### config.mk
export PLATFORM = sky130hd
export DESIGN_NAME = atcbmc300_ds_rdata_buf
export DESIGN_NICKNAME = d
export VERILOG_FILES = /design/src/rtl/atcbmc300_ds_rdata_buf_pkg.sv /design/src/rtl/atcbmc300_sync_fifo.sv /design/src/rtl/atcbmc300_ds_rdata_buf.sv
export SDC_FILE = /design/constraint.sdc
export NUM_CORES = 1
export LEC_CHECK = 0
export CAP_MARGIN = 20
export CORE_MARGIN = 2
export CORE_UTILIZATION = 47
export CTS_BUF_LIST = sky130_fd_sc_hd__clkbuf_16
export DETAILED_ROUTE_END_ITERATION = 16
export PLACE_DENSITY_LB_ADDON = 0.12
export SYNTH_ARGS = -nofsm -noshare
export SYNTH_HDL_FRONTEND = slang
export SYNTH_SLANG_ARGS = --single-unit
### constraint.sdc
create_clock -name aclk -period 5.8 [get_ports aclk]
set_input_delay 0.87 -clock aclk [delete_from_list [all_inputs] [get_ports aclk]]
set_output_delay 0.87 -clock aclk [all_outputs]
set_load 0.02 [all_outputs]
### src/rtl/atcbmc300_ds_rdata_buf_pkg.sv
// Shared constants and types for the BMC300 downstream R-channel buffer.
// Latency: n/a (declarations only).
// Backpressure: n/a.
package atcbmc300_ds_rdata_buf_pkg;

    // Slave-id width carried on mst_rsid / self_id.
    localparam int SID_W  = 5;
    // Low RID bits that select the destination master.
    localparam int MIDX_W = 4;

    // AXI RRESP encodings.
    localparam logic [1:0] RRESP_OKAY   = 2'b00;
    localparam logic [1:0] RRESP_EXOKAY = 2'b01;
    localparam logic [1:0] RRESP_SLVERR = 2'b10;
    localparam logic [1:0] RRESP_DECERR = 2'b11;

    // FWD: route the head beat to its master. DROP: drain the rest of a dead burst.
    typedef enum logic {
        ST_FWD  = 1'b0,
        ST_DROP = 1'b1
    } rbuf_state_e;

endpackage

### src/rtl/atcbmc300_sync_fifo.sv
// Generic registered synchronous FIFO with full/empty flags.
// Latency: 1 cycle from push to the entry being visible at rd_dat.
// Backpressure: a push while full is ignored, even if a pop happens in the same cycle.
//
// Ports: aclk/areset clock and async active-high reset; push/wr_dat write side;
//        pop/rd_dat read side (rd_dat is the head entry); full/empty status.
module atcbmc300_sync_fifo #(
    parameter int WIDTH = 8,
    parameter int DEPTH = 2
) (
    input  logic             aclk,
    input  logic             areset,
    input  logic             push,
    input  logic [WIDTH-1:0] wr_dat,
    input  logic             pop,
    output logic [WIDTH-1:0] rd_dat,
    output logic             full,
    output logic             empty
);

    localparam int AW = $clog2(DEPTH);

    logic [WIDTH-1:0] mem [DEPTH];
    logic [AW:0]      wr_ptr;
    logic [AW:0]      rd_ptr;
    logic             push_ok;
    logic             pop_ok;

    // Extra pointer bit distinguishes full from empty when the indices match.
    assign empty   = (wr_ptr == rd_ptr);
    assign full    = (wr_ptr[AW] != rd_ptr[AW]) && (wr_ptr[AW-1:0] == rd_ptr[AW-1:0]);
    assign push_ok = push & ~full;
    assign pop_ok  = pop & ~empty;
    assign rd_dat  = mem[rd_ptr[AW-1:0]];

    always_ff @(posedge aclk or posedge areset) begin
        if (areset) begin
            wr_ptr <= '0;
            rd_ptr <= '0;
            // Storage is cleared so the head data reads as zero out of reset.
            for (int i = 0; i < DEPTH; i++) begin
                mem[i] <= '0;
            end
        end else begin
            if (push_ok) begin
                mem[wr_ptr[AW-1:0]] <= wr_dat;
                wr_ptr              <= wr_ptr + (AW+1)'(1);
            end
            if (pop_ok) begin
                rd_ptr <= rd_ptr + (AW+1)'(1);
            end
        end
    end

endmodule

### src/rtl/atcbmc300_ds_rdata_buf.sv
// Slave-side R-channel buffer: beat FIFO, per-master routing, burst drop mode, outstanding counter.
// Latency: 1 cycle from ds_rvalid&ds_rready to the beat at the head / slv_rvalid.
// Backpressure: ds_rready=~full; a stalled master stalls the head; dead-master bursts are drained.
//
// Ports: aclk/areset clock and async active-high reset; self_id this slave's index;
//        mst_rready/mst_rsid/mst_connect per-master status; ds_* slave R channel in;
//        slv_rvalid/slv_read_data/slv_rid head beat toward the master muxes;
//        addr_outstanding_en/outstanding_ready/outstanding_cnt burst accounting;
//        drop_beat pulse per discarded beat.
module atcbmc300_ds_rdata_buf
    import atcbmc300_ds_rdata_buf_pkg::*;
#(
    parameter int DATA_WIDTH        = 64,
    parameter int ID_WIDTH          = 4,
    parameter int NUM_MST           = 16,
    parameter int BUF_DEPTH         = 2,
    parameter int OUTSTANDING_DEPTH = 4
) (
    input  logic                                   aclk,
    input  logic                                   areset,
    input  logic [SID_W-1:0]                       self_id,
    input  logic [NUM_MST-1:0]                     mst_rready,
    input  logic [SID_W*NUM_MST-1:0]               mst_rsid,
    input  logic [NUM_MST-1:0]                     mst_connect,
    input  logic [DATA_WIDTH-1:0]                  ds_rdata,
    input  logic [1:0]                             ds_rresp,
    input  logic [ID_WIDTH+3:0]                    ds_rid,
    input  logic                                   ds_rlast,
    input  logic                                   ds_rvalid,
    output logic                                   ds_rready,
    output logic                                   slv_rvalid,
    output logic [DATA_WIDTH+2:0]                  slv_read_data,
    output logic [ID_WIDTH+3:0]                    slv_rid,
    input  logic                                   addr_outstanding_en,
    output logic                                   outstanding_ready,
    output logic [$clog2(OUTSTANDING_DEPTH+1)-1:0] outstanding_cnt,
    output logic                                   drop_beat
);

    localparam int RID_W = ID_WIDTH + 4;
    localparam int ENT_W = RID_W + 2 + 1 + DATA_WIDTH;
    localparam int CNT_W = $clog2(OUTSTANDING_DEPTH + 1);

    // FIFO entry layout: {rid, rresp, rlast, rdata}.
    logic [ENT_W-1:0]  wr_dat;
    logic [ENT_W-1:0]  head_dat;
    logic              fifo_full;
    logic              fifo_empty;
    logic              push;
    logic              pop;

    logic [RID_W-1:0]  head_rid;
    logic              head_rlast;
    logic [MIDX_W-1:0] head_idx;

    logic              idx_conn;
    logic [SID_W-1:0]  idx_rsid;
    logic              idx_rdy;
    logic              elig;
    logic              dead;
    logic              active;
    logic              fwd_pop;
    logic              completion;
    logic              ar_acc;

    rbuf_state_e       state;

    assign wr_dat    = {ds_rid, ds_rresp, ds_rlast, ds_rdata};
    assign ds_rready = ~fifo_full;
    assign push      = ds_rvalid & ds_rready;

    atcbmc300_sync_fifo #(
        .WIDTH (ENT_W),
        .DEPTH (BUF_DEPTH)
    ) u_fifo (
        .aclk   (aclk),
        .areset (areset),
        .push   (push),
        .wr_dat (wr_dat),
        .pop    (pop),
        .rd_dat (head_dat),
        .full   (fifo_full),
        .empty  (fifo_empty)
    );

    assign head_rid      = head_dat[ENT_W-1 -: RID_W];
    assign head_rlast    = head_dat[DATA_WIDTH];
    assign head_idx      = head_rid[MIDX_W-1:0];
    assign slv_rid       = head_rid;
    assign slv_read_data = head_dat[DATA_WIDTH+2:0];

    // Per-master lookup of the head's destination. An index at or above
    // NUM_MST matches no entry, so it reads back as disconnected (dead).
    always_comb begin
        idx_conn = 1'b0;
        idx_rsid = '0;
        idx_rdy  = 1'b0;
        for (int m = 0; m < NUM_MST; m++) begin
            if (head_idx == MIDX_W'(m)) begin
                idx_conn = mst_connect[m];
                idx_rsid = mst_rsid[SID_W*m +: SID_W];
                idx_rdy  = mst_rready[m];
            end
        end
    end

    assign dead = ~idx_conn;
    // A connected master looking at another slave only stalls the head.
    assign elig = idx_conn & (idx_rsid == self_id);

    // Beats are held back until at least one burst is open.
    assign active     = ~fifo_empty & (outstanding_cnt != '0);
    assign slv_rvalid = (state == ST_FWD) & active & ~dead;
    assign drop_beat  = active & ((state == ST_DROP) | dead);
    assign fwd_pop    = slv_rvalid & elig & idx_rdy;
    assign pop        = fwd_pop | drop_beat;
    assign completion = pop & head_rlast;

    // Completion bypass lets a full counter take a new AR in the same cycle.
    assign outstanding_ready = (outstanding_cnt < CNT_W'(OUTSTANDING_DEPTH)) |
                               ((outstanding_cnt == CNT_W'(OUTSTANDING_DEPTH)) & completion);
    // An AR offered while not ready is ignored, which saturates the count.
    assign ar_acc = addr_outstanding_en & outstanding_ready;

    always_ff @(posedge aclk or posedge areset) begin
        if (areset) begin
            outstanding_cnt <= '0;
        end else begin
            case ({ar_acc, completion})
                2'b10:   outstanding_cnt <= outstanding_cnt + CNT_W'(1);
                2'b01:   outstanding_cnt <= outstanding_cnt - CNT_W'(1);
                default: outstanding_cnt <= outstanding_cnt;
            endcase
        end
    end

    // Once a non-last beat of a burst is dropped the remainder is drained
    // regardless of later connect changes, keeping the burst atomic.
    always_ff @(posedge aclk or posedge areset) begin
        if (areset) begin
            state <= ST_FWD;
        end else if (drop_beat) begin
            case (state)
                ST_FWD:  if (!head_rlast) state <= ST_DROP;
                ST_DROP: if (head_rlast)  state <= ST_FWD;
                default: state <= ST_FWD;
            endcase
        end
    end

    a_no_ar_overflow: assert property (@(posedge aclk) disable iff (areset)
        addr_outstanding_en |-> outstanding_ready);

endmodule
# Word-level counts from Yosys, hierarchy flattened
# Cells that the tools add are included.
# word_totals
in_bits,196
ff_bits,158
# op_classes
add_sub_neg,4
n_bitwise,22
n_lt_le_gt_ge,4
reduce_logical,5
mux,56
eq_ne,22
# ops
cell,count
75-bit two-way mux,4
150-bit bitwise mux,1
5-bit two-way mux,16
75-bit demux with 1-bit select,1
1-bit two-way mux,33
"4-bit == test, second input constant",8
"4-bit by 3-bit == test with 1-bit output, second input constant",4
1-bit AND,13
"4-bit by 2-bit == test with 1-bit output, second input constant",2
3-bit one-hot mux with 2 select lines,1
5-bit == test,1
"2-bit by 1-bit adder with 2-bit output, second input constant",2
"4-bit by 1-bit == test with 1-bit output, second input constant",1
"2-bit greater-or-equal comparator, second input constant",2
4-bit logical NOT,1
1-bit NOT,4
1-bit NOT with 2-bit output,2
"3-bit by 1-bit adder with 3-bit output, second input constant",1
"3-bit == test, second input constant",1
"3-bit < comparator, second input constant",1
1-bit OR,3
3-bit nonzero test,1
"3-bit by 1-bit subtractor with 3-bit output, second input constant",1
"2-bit by 1-bit == test with 1-bit output, second input constant",1
other kinds (7),8

# Longest topological paths before layout
# Gate-level depths: netlist of the first run.
# logic_depth
word_depth,32
mapped_depth,19

# Cells and area by module
# Synthesis of the first run repeated with hierarchy kept, for this count alone.
# hier_totals
cells_unflattened,679
hier_area_um2,8719.6
# modules_own_cells
module,cells_per_inst,instances,area_per_inst_um2
atcbmc300_sync_fifo,429,1,6917.9
atcbmc300_ds_rdata_buf,250,1,1801.7

# Worst setup path before layout of the first run
# OpenSTA, ideal clock, no wires.
# synth_timing
path_kind,reg2out
from,register u_fifo.rd_ptr[0]
to,output port outstanding_ready
setup_slack_ns,1.620
arrival_time_ns,3.310
n_path_buf,2
stages_incl_launch_ff,13
path_cell_list,dfrtp_1 > buf_6 > mux2i_4 > inv_2 > buf_6 > nor2_1 > o2bb2ai_1 > nand2_1 > mux2_2 > a311oi_1 > or4b_4 > o31a_1 > o41ai_1
# synth_between
elab_chain_len,29
# synth_lines
item,line,source
start: declaration,atcbmc300_sync_fifo.sv:25,logic [AW:0] rd_ptr;
start signal: assignment,atcbmc300_sync_fifo.sv:50,rd_ptr <= rd_ptr + (AW+1)'(1);
1-bit NOT with 2-bit output (not written as such),atcbmc300_sync_fifo.sv:34,assign rd_dat = mem[rd_ptr[AW-1:0]];
75-bit two-way mux (not written as such) (3 in a row),atcbmc300_sync_fifo.sv:34,
4-bit logical NOT,atcbmc300_ds_rdata_buf.sv:99,if (head_idx == MIDX_W'(m)) begin
5-bit two-way mux (16 in a row),atcbmc300_ds_rdata_buf.sv:99,
5-bit == test,atcbmc300_ds_rdata_buf.sv:109,assign elig = idx_conn & (idx_rsid == self_id);
1-bit AND,atcbmc300_ds_rdata_buf.sv:109,
1-bit AND (2 in a row),atcbmc300_ds_rdata_buf.sv:115,assign fwd_pop = slv_rvalid & elig & idx_rdy;
1-bit OR,atcbmc300_ds_rdata_buf.sv:116,assign pop = fwd_pop | drop_beat;
1-bit AND (*),atcbmc300_ds_rdata_buf.sv:117,assign completion = pop & head_rlast;
1-bit AND (*),atcbmc300_ds_rdata_buf.sv:121,((outstanding_cnt == CNT_W'(OUTSTANDING_DEPTH)) & completion);
1-bit OR (*),atcbmc300_ds_rdata_buf.sv:120,assign outstanding_ready = (outstanding_cnt < CNT_W'(OUTSTANDING_DEPTH)) |
end: declaration,atcbmc300_ds_rdata_buf.sv:35,"output logic outstanding_ready,"
# Mark *: on every way between the ends. The rest lies on a longest branch, timed or not. The select of a mux whose other input is x is not followed.

# Worst setup path after layout of the first run
# Ends and elaborated chain as after synthesis.

==> flow_summary_export.csv, run 1 <==
group,metric,value,unit
floorplan,die_area,19300,um2
critical_path,crit_family,"simple AND/OR/NAND/NOR gates",
finish,area_growth,40.9,%
synthesis,syn_area,8570,um2
clock_network,cts_made_buffers,17,
floorplan,die_height,139,um
synthesis,ys_dominant_reg_cell,"dfrtp_1",
routing,vias_per_cell,5.47,
critical_path,critPathMaxStageDelay,0.78,ns
routing,vias,6598,
global_routing,grt_max_degree,70,
synthesis,seq_area_frac_synth,46.1,%
timing,timing.final.crit_share,94.7,%
synthesis,synth_edf_count,0,
min_path,whs_path_depth,1,
critical_path,r2r_cells,15,
synthesis,async_flop_share,100,%
timing,setup_viol,0,
synthesis,synth_nets,900,
synthesis,syn_avg_cell_area,12.2,um2
finish,final_common_cell,"clkdlybuf4s50_1",
min_path,min_path_type,"flip-flop to flip-flop",
synthesis,ys_seq_elements,158,
finish,final_cell_mix,"clkdlybuf4s50_1, mux2_2, dfrtp_1, nand2_1, mux2i_1",
timing,setup_tns,0,ns
critical_path,worst-path-buf-inv,1,
synthesis,synth_area_leaders,"dfrtp_1, mux2_2, mux2i_1, nand2_1, a21oi_1",
floorplan,ios,278,
routing,detail-route-antenna-nets,0,
finish,layout-drive-gt1-share,29.9,%
floorplan,start_util,47.9,%
critical_path,rr_endpoint,"outstanding_cnt[2]",
timing,worst_pin_slew,1.02,ns
timing,period_minus_slack,5.49,ns
clock_network,clk_pin_slew,0.06,ns
timing,hold_viol,0,
clock_network,cts_tree,"yes",
critical_path,worstSetupStartpointType,"flip-flop",
clock_network,clkSinkCount,158,
timing,clock_skew,0.0146,ns
routing,dr.pass1.iters,5,
synthesis,yosysUniqueCellTypes,68,
critical_path,critPathMaxFanout,19,
critical_path,cp_slowest_cell,"nor2_1",
synthesis,synth_top_area_cell,"dfrtp_1",
outcome,status,"finished clean",
routing,drc,0,
pwr,pwr_density_cell,657,nW/um2
critical_path,end_kind,"output pin",
global_routing,grt_overflow,0,
timing,slew_headroom,32.0,%
finish,finalNetCount,1163,
synthesis,synth_top_area_share,46.1,%
global_routing,grt_pass1_wl,38.5,mm
routing,wirelength,24.0,mm
placed_design,place_congestion,0.906,
critical_path,critical_path_class,"flip-flop to output pin",
timing,rsz0062_at_grt,"false",
clock_network,clkLatencyLatePin,0.42,ns
global_routing,grt_pass1_vias,6933,
min_path,min-delay-start,"u_fifo.mem[16]",
placed_design,portBuffers,277,
critical_path,cp_data_arrival_time,4.62,ns
placed_design,detailed_place_hpwl,17.2,mm
pwr,vdd_drop_max,316,uV
clock_network,holdBufCountCts,0,
floorplan,core_area,17900,um2
critical_path,critPathRequiredTime,4.93,ns
clock_network,root_buffer,"clkbuf_16",
routing,wl_per_cell,19.9,um
clock_network,cts_buffer_depth,2,
critical_path,r2r_slack,1.21,ns
min_path,min_to,"u_fifo.mem[16]",
pwr,leakagePower,0.00494,uW
critical_path,r2r-start,"u_fifo.rd_ptr[0]",
floorplan,fp.dieW,139,um
synthesis,yosysWarnings,0,
routing,first_iter_violations,311,
synthesis,syn_inst,702,
timing,slew_viol_final,0,
timing,fmax,182,MHz
critical_path,crit_chain,"and3b_1 > nor2_1 > nor3_1 > nor4_2 > and4b_1 > a311oi_1 > or4b_4 > o31a_1 > o41ai_1 > clkdlybuf4s50_1",
global_routing,antenna_found_initial,2,
global_routing,grt_usage,24.9,%
finish,fin_util,67.5,%
floorplan,rows,49,
clock_network,htree_levels,4,
job,cap_violations,0,
[state kept, by name (all words and copies together) (netlist names)]
| signal | flops |
|---|---|
| u_fifo.rd_ptr | 2 |
| state | 1 |
| u_fifo.wr_ptr | 2 |
| outstanding_cnt | 3 |
| u_fifo.mem | 150 |
[worst register-to-register path, delay by kind of cell, from the launching register on]
family | cells | cell delay (ns)
buf+inv | 1 | 0.08
simple gates | 7 | 2.36
compound gates | 3 | 0.78
flops | 1 | 0.58
fa+ha+maj | 2 | 0.40
xor+xnor | 2 | 0.29
[cells in the mapped netlist (all sizes together) (4+ instances only)]
cell     instances
nor3            10
o32ai            4
clkbuf          23
nor2            19
a221oi           6
inv             15
a31oi            5
o211ai           7
nand2           37
o21ai           22
buf             24
or2              6
a21oi           20
nand2b           4
xnor2            4
o22ai            6
o21a             5
dfrtp          158
nand3           11
a211oi           4
o2bb2ai          8
mux2           225
mux2i           25
[how the worst max path moves through the flow]
| stage | from | endpoint | slack (ns) | cells after the start |
|---|---|---|---|---|
| detailed placement | u_fifo.rd_ptr[0] | outstanding_ready | 0.55 | 11 |
| floorplan | areset | outstanding_cnt[0] | 0.67 | 1 |
| finish | u_fifo.rd_ptr[0] | outstanding_ready | 0.31 | 10 |
| global route | u_fifo.rd_ptr[0] | outstanding_ready | 0.06 | 10 |
| CTS | u_fifo.rd_ptr[0] | outstanding_ready | 0.1 | 11 |
| global placement | u_fifo.rd_ptr[0] | outstanding_ready | 0.56 | 11 |
[metrics by stage]
stage | hold slack (ns) | setup slack, ns | cell area (um2) | instances | total power [uW]
after detailed placement | 0.485 | 0.550 | 11500 | 1173 | 6850
after floorplan | 0.465 | 0.667 | 8570 | 702 | 5270
after CTS | 0.498 | 0.0957 | 12100 | 1204 | 7970
after global placement | 0.480 | 0.558 | 11500 | 1173 | 6790
after global routing | 0.509 | 0.0577 | 12100 | 1207 | 8420
final | 0.501 | 0.309 | 12100 | 1207 | 7930
[cell families after synthesis]
| kind of cell | synth area share [%] |
|---|---|
| buffers and inverters | 3.69 |
| AND/OR/NAND/NOR | 7.29 |
| flip-flops | 46.1 |
| XOR/XNOR | 0.716 |
| adder cells (fa/ha/maj) | 0.380 |
| AO/OA/AOI/OAI | 8.83 |
| multiplexers | 32.9 |
[power breakdown]
part | internal (uW) | switching [uW]
Sequential | 1690 | 351
Combinational | 2480 | 2350
Clock | 598 | 467
Total | 4770 | 3170
[cell type report]
class / count / area [um2]
Inverter: 15 / 61.3
Fill cell: 1387 / 5830
Antenna cell: 1 / 2.50
Clock inverter: 14 / 136
Timing Repair Buffer: 291 / 2880
Clock buffer: 17 / 425
Multi-Input combinational cell: 482 / 4330
Sequential cell: 158 / 3960
Tap cell: 229 / 287
[timing repair]
action                     in CTS  in global routing
resized for setup               0                  1
buffers inserted                0                  2
setup endpoints to repair       0                  1
[metal layers]
metal | track usage (%) | vias to the layer above | share of wire [%]
li1 | - | 3118 | -
met1 | 30.2 | 3200 | 40
met2 | 41.8 | 242 | 49
met3 | 8.18 | 36 | 8.1
met4 | 8.83 | 2 | 2.9
met5 | 0 | - | 0.054
Power figures use the tool's default switching activity.
==> run 2, diff against run 1 <==
--- a/config.mk
+++ b/config.mk
@@ -7,8 +7,8 @@
 export LEC_CHECK = 0
 export CAP_MARGIN = 20
 export CORE_MARGIN = 2
-export CORE_UTILIZATION = 47
-export CTS_BUF_LIST = sky130_fd_sc_hd__clkbuf_16
+export CORE_UTILIZATION = 48
+export CTS_BUF_LIST = sky130_fd_sc_hd__clkbuf_8
 export DETAILED_ROUTE_END_ITERATION = 16
 export PLACE_DENSITY_LB_ADDON = 0.12
 export SYNTH_ARGS = -nofsm -noshare
==> flow_summary_export.csv, run 2 (same netlist as run 1, synthesis figures left out) <==
group,metric,value,unit
clock_network,htree_levels,4,
clock_network,cts_made_buffers,17,
pwr,leakagePower,0.00488,uW
routing,vias_per_cell,5.65,
critical_path,critical_path_class,"flip-flop to output pin",
clock_network,clk_pin_slew,0.08,ns
clock_network,clkSinkCount,158,
timing,fmax,182,MHz
timing,clock_skew,0.0154,ns
timing,rsz0062_at_grt,"false",
timing,hold_viol,0,
clock_network,clkLatencyLatePin,0.44,ns
timing,worst_pin_slew,1.07,ns
critical_path,r2r_slack,1.23,ns
outcome,status,"finished clean",
placed_design,place_congestion,0.972,
routing,dr.pass1.iters,5,
critical_path,rr_endpoint,"outstanding_cnt[2]",
placed_design,portBuffers,277,
critical_path,worstSetupStartpointType,"flip-flop",
clock_network,cts_tree,"yes",
finish,largest_register,"u_fifo.mem",
global_routing,grt_pass1_wl,38.3,mm
global_routing,grt_overflow,0,
finish,fin_util,68.9,%
clock_network,cts_buffer_depth,2,
global_routing,grt_pass1_vias,7045,
routing,vias,6797,
pwr,vdd_drop_max,362,uV
routing,detail-route-antenna-nets,0,
finish,final_cell_mix,"clkdlybuf4s50_1, mux2_2, dfrtp_1, nand2_1, mux2i_1",
timing,slew_headroom,28.5,%
routing,drc,0,
routing,drt-met1-wl,9.50,mm
timing,period_minus_slack,5.49,ns
finish,finalNetCount,1163,
timing,setup_tns,0,ns
clock_network,root_buffer,"clkbuf_8",
timing,timing.final.crit_share,94.6,%
routing,wl_per_cell,21.3,um
floorplan,die_area,18900,um2
min_path,min_path_type,"flip-flop to flip-flop",
min_path,whs_path_depth,1,
global_routing,grt_usage,26.9,%
finish,instances_no_fill,1202,
finish,area_growth,39.5,%
min_path,min-delay-start,"u_fifo.mem[62]",
pwr,pwr_density_cell,656,nW/um2
global_routing,grt_max_degree,107,
critical_path,end_kind,"output pin",
routing,top_layer,"met5",
routing,met3WireLength,2.36,mm
floorplan,core_area,17400,um2
placed_design,pre_cts_ws,0.568,ns
finish,largest_reg_flops,150,
critical_path,critPathMaxFanout,40,
floorplan,rows,48,
timing,setup_viol,0,
clock_network,holdBufCountCts,0,
finish,fin_area,12000,um2
job,cap_violations,0,
finish,layout-drive-gt1-share,30.0,%
finish,reg_top3,"u_fifo.mem: 150 flops, outstanding_cnt: 3 flops",
floorplan,fp.dieW,138,um
placed_design,dp.cells,1165,
placed_design,postPlaceCellArea,11500,um2
timing,finalWorstSetupSlack,0.313,ns
critical_path,cp_data_arrival_time,4.62,ns
routing,wirelength,25.7,mm
routing,dr_wl_met2,12.6,mm
floorplan,ios,278,
floorplan,die_height,138,um
critical_path,r2r_cells,15,
timing,slew_viol_final,0,
critical_path,r2r-start,"u_fifo.rd_ptr[0]",
finish,final_common_cell,"clkdlybuf4s50_1",
routing,first_iter_violations,445,
placed_design,detailed_place_hpwl,19.0,mm
floorplan,start_util,49.4,%
min_path,min_to,"u_fifo.mem[62]",
global_routing,antenna_found_initial,2,
critical_path,critPathRequiredTime,4.93,ns
-- run 2: critical path, cell delays in order (launching register included) --
cell	delay, ns
dfrtp_4	0.57
buf_6	0.25
o21ai_0	0.61
a21o_1	0.21
o22ai_1	0.08
a221oi_2	0.40
nand4b_1	0.14
or4b_4	0.55
o31a_1	0.36
o41ai_1	0.32
clkdlybuf4s50_1	0.69
-- run 2: repair_timing --
item | in CTS | in global routing
setup buffers | 0 | 5
endpoints found under the setup margin | 0 | 1
resized for setup | 0 | 2
-- run 2: area by class of cell --
class / count / area (um2)
fillers: 1289 / 5400
well taps: 225 / 282
multi-input cells: 482 / 4330
clock inverters: 12 / 161
clock buffers: 18 / 248
diodes: 1 / 2.50
flip-flops and latches: 158 / 3960
repair buffers: 291 / 2910
inverters: 15 / 61.3
-- run 2: worst max path at each step --
| stage | start | endpoint | slack [ns] | depth (start not counted) |
|---|---|---|---|---|
| floorplan | areset | outstanding_cnt[0] | 0.67 | 1 |
| global placement | u_fifo.rd_ptr[0] | outstanding_ready | 0.69 | 10 |
| detailed placement | u_fifo.rd_ptr[0] | outstanding_ready | 0.57 | 11 |
| CTS | u_fifo.rd_ptr[0] | outstanding_ready | 0.07 | 11 |
| global route | u_fifo.rd_ptr[0] | outstanding_ready | 0.01 | 10 |
| finish | u_fifo.rd_ptr[0] | outstanding_ready | 0.31 | 10 |
-- run 2: metal layers --
| metal | track usage (%) | vias up |
|---|---|---|
| li1 | - | 3115 |
| met1 | 30.0 | 3330 |
| met2 | 45.6 | 287 |
| met4 | 14.4 | 4 |
| met3 | 8.83 | 61 |
| met5 | 0 | - |
-- run 2: per-stage QoR --
| stage | total power (uW) | hold slack [ns] |
|---|---|---|
| 4_1_cts | 7800 | 0.505 |
| 6_report | 7850 | 0.504 |
| 3_5_place_dp | 6930 | 0.487 |
| 2_1_floorplan | 5270 | 0.465 |
| 5_1_grt | 8310 | 0.517 |
| 3_3_place_gp | 6780 | 0.481 |
-- run 2: power by group --
part	switching [uW]	internal, uW	total, uW	leakage (uW)
Sequential	362	1680	2050	0.00186
Clock	405	437	843	0.000198
Combinational	2440	2520	4960	0.00282
Total	3210	4640	7850	0.00488
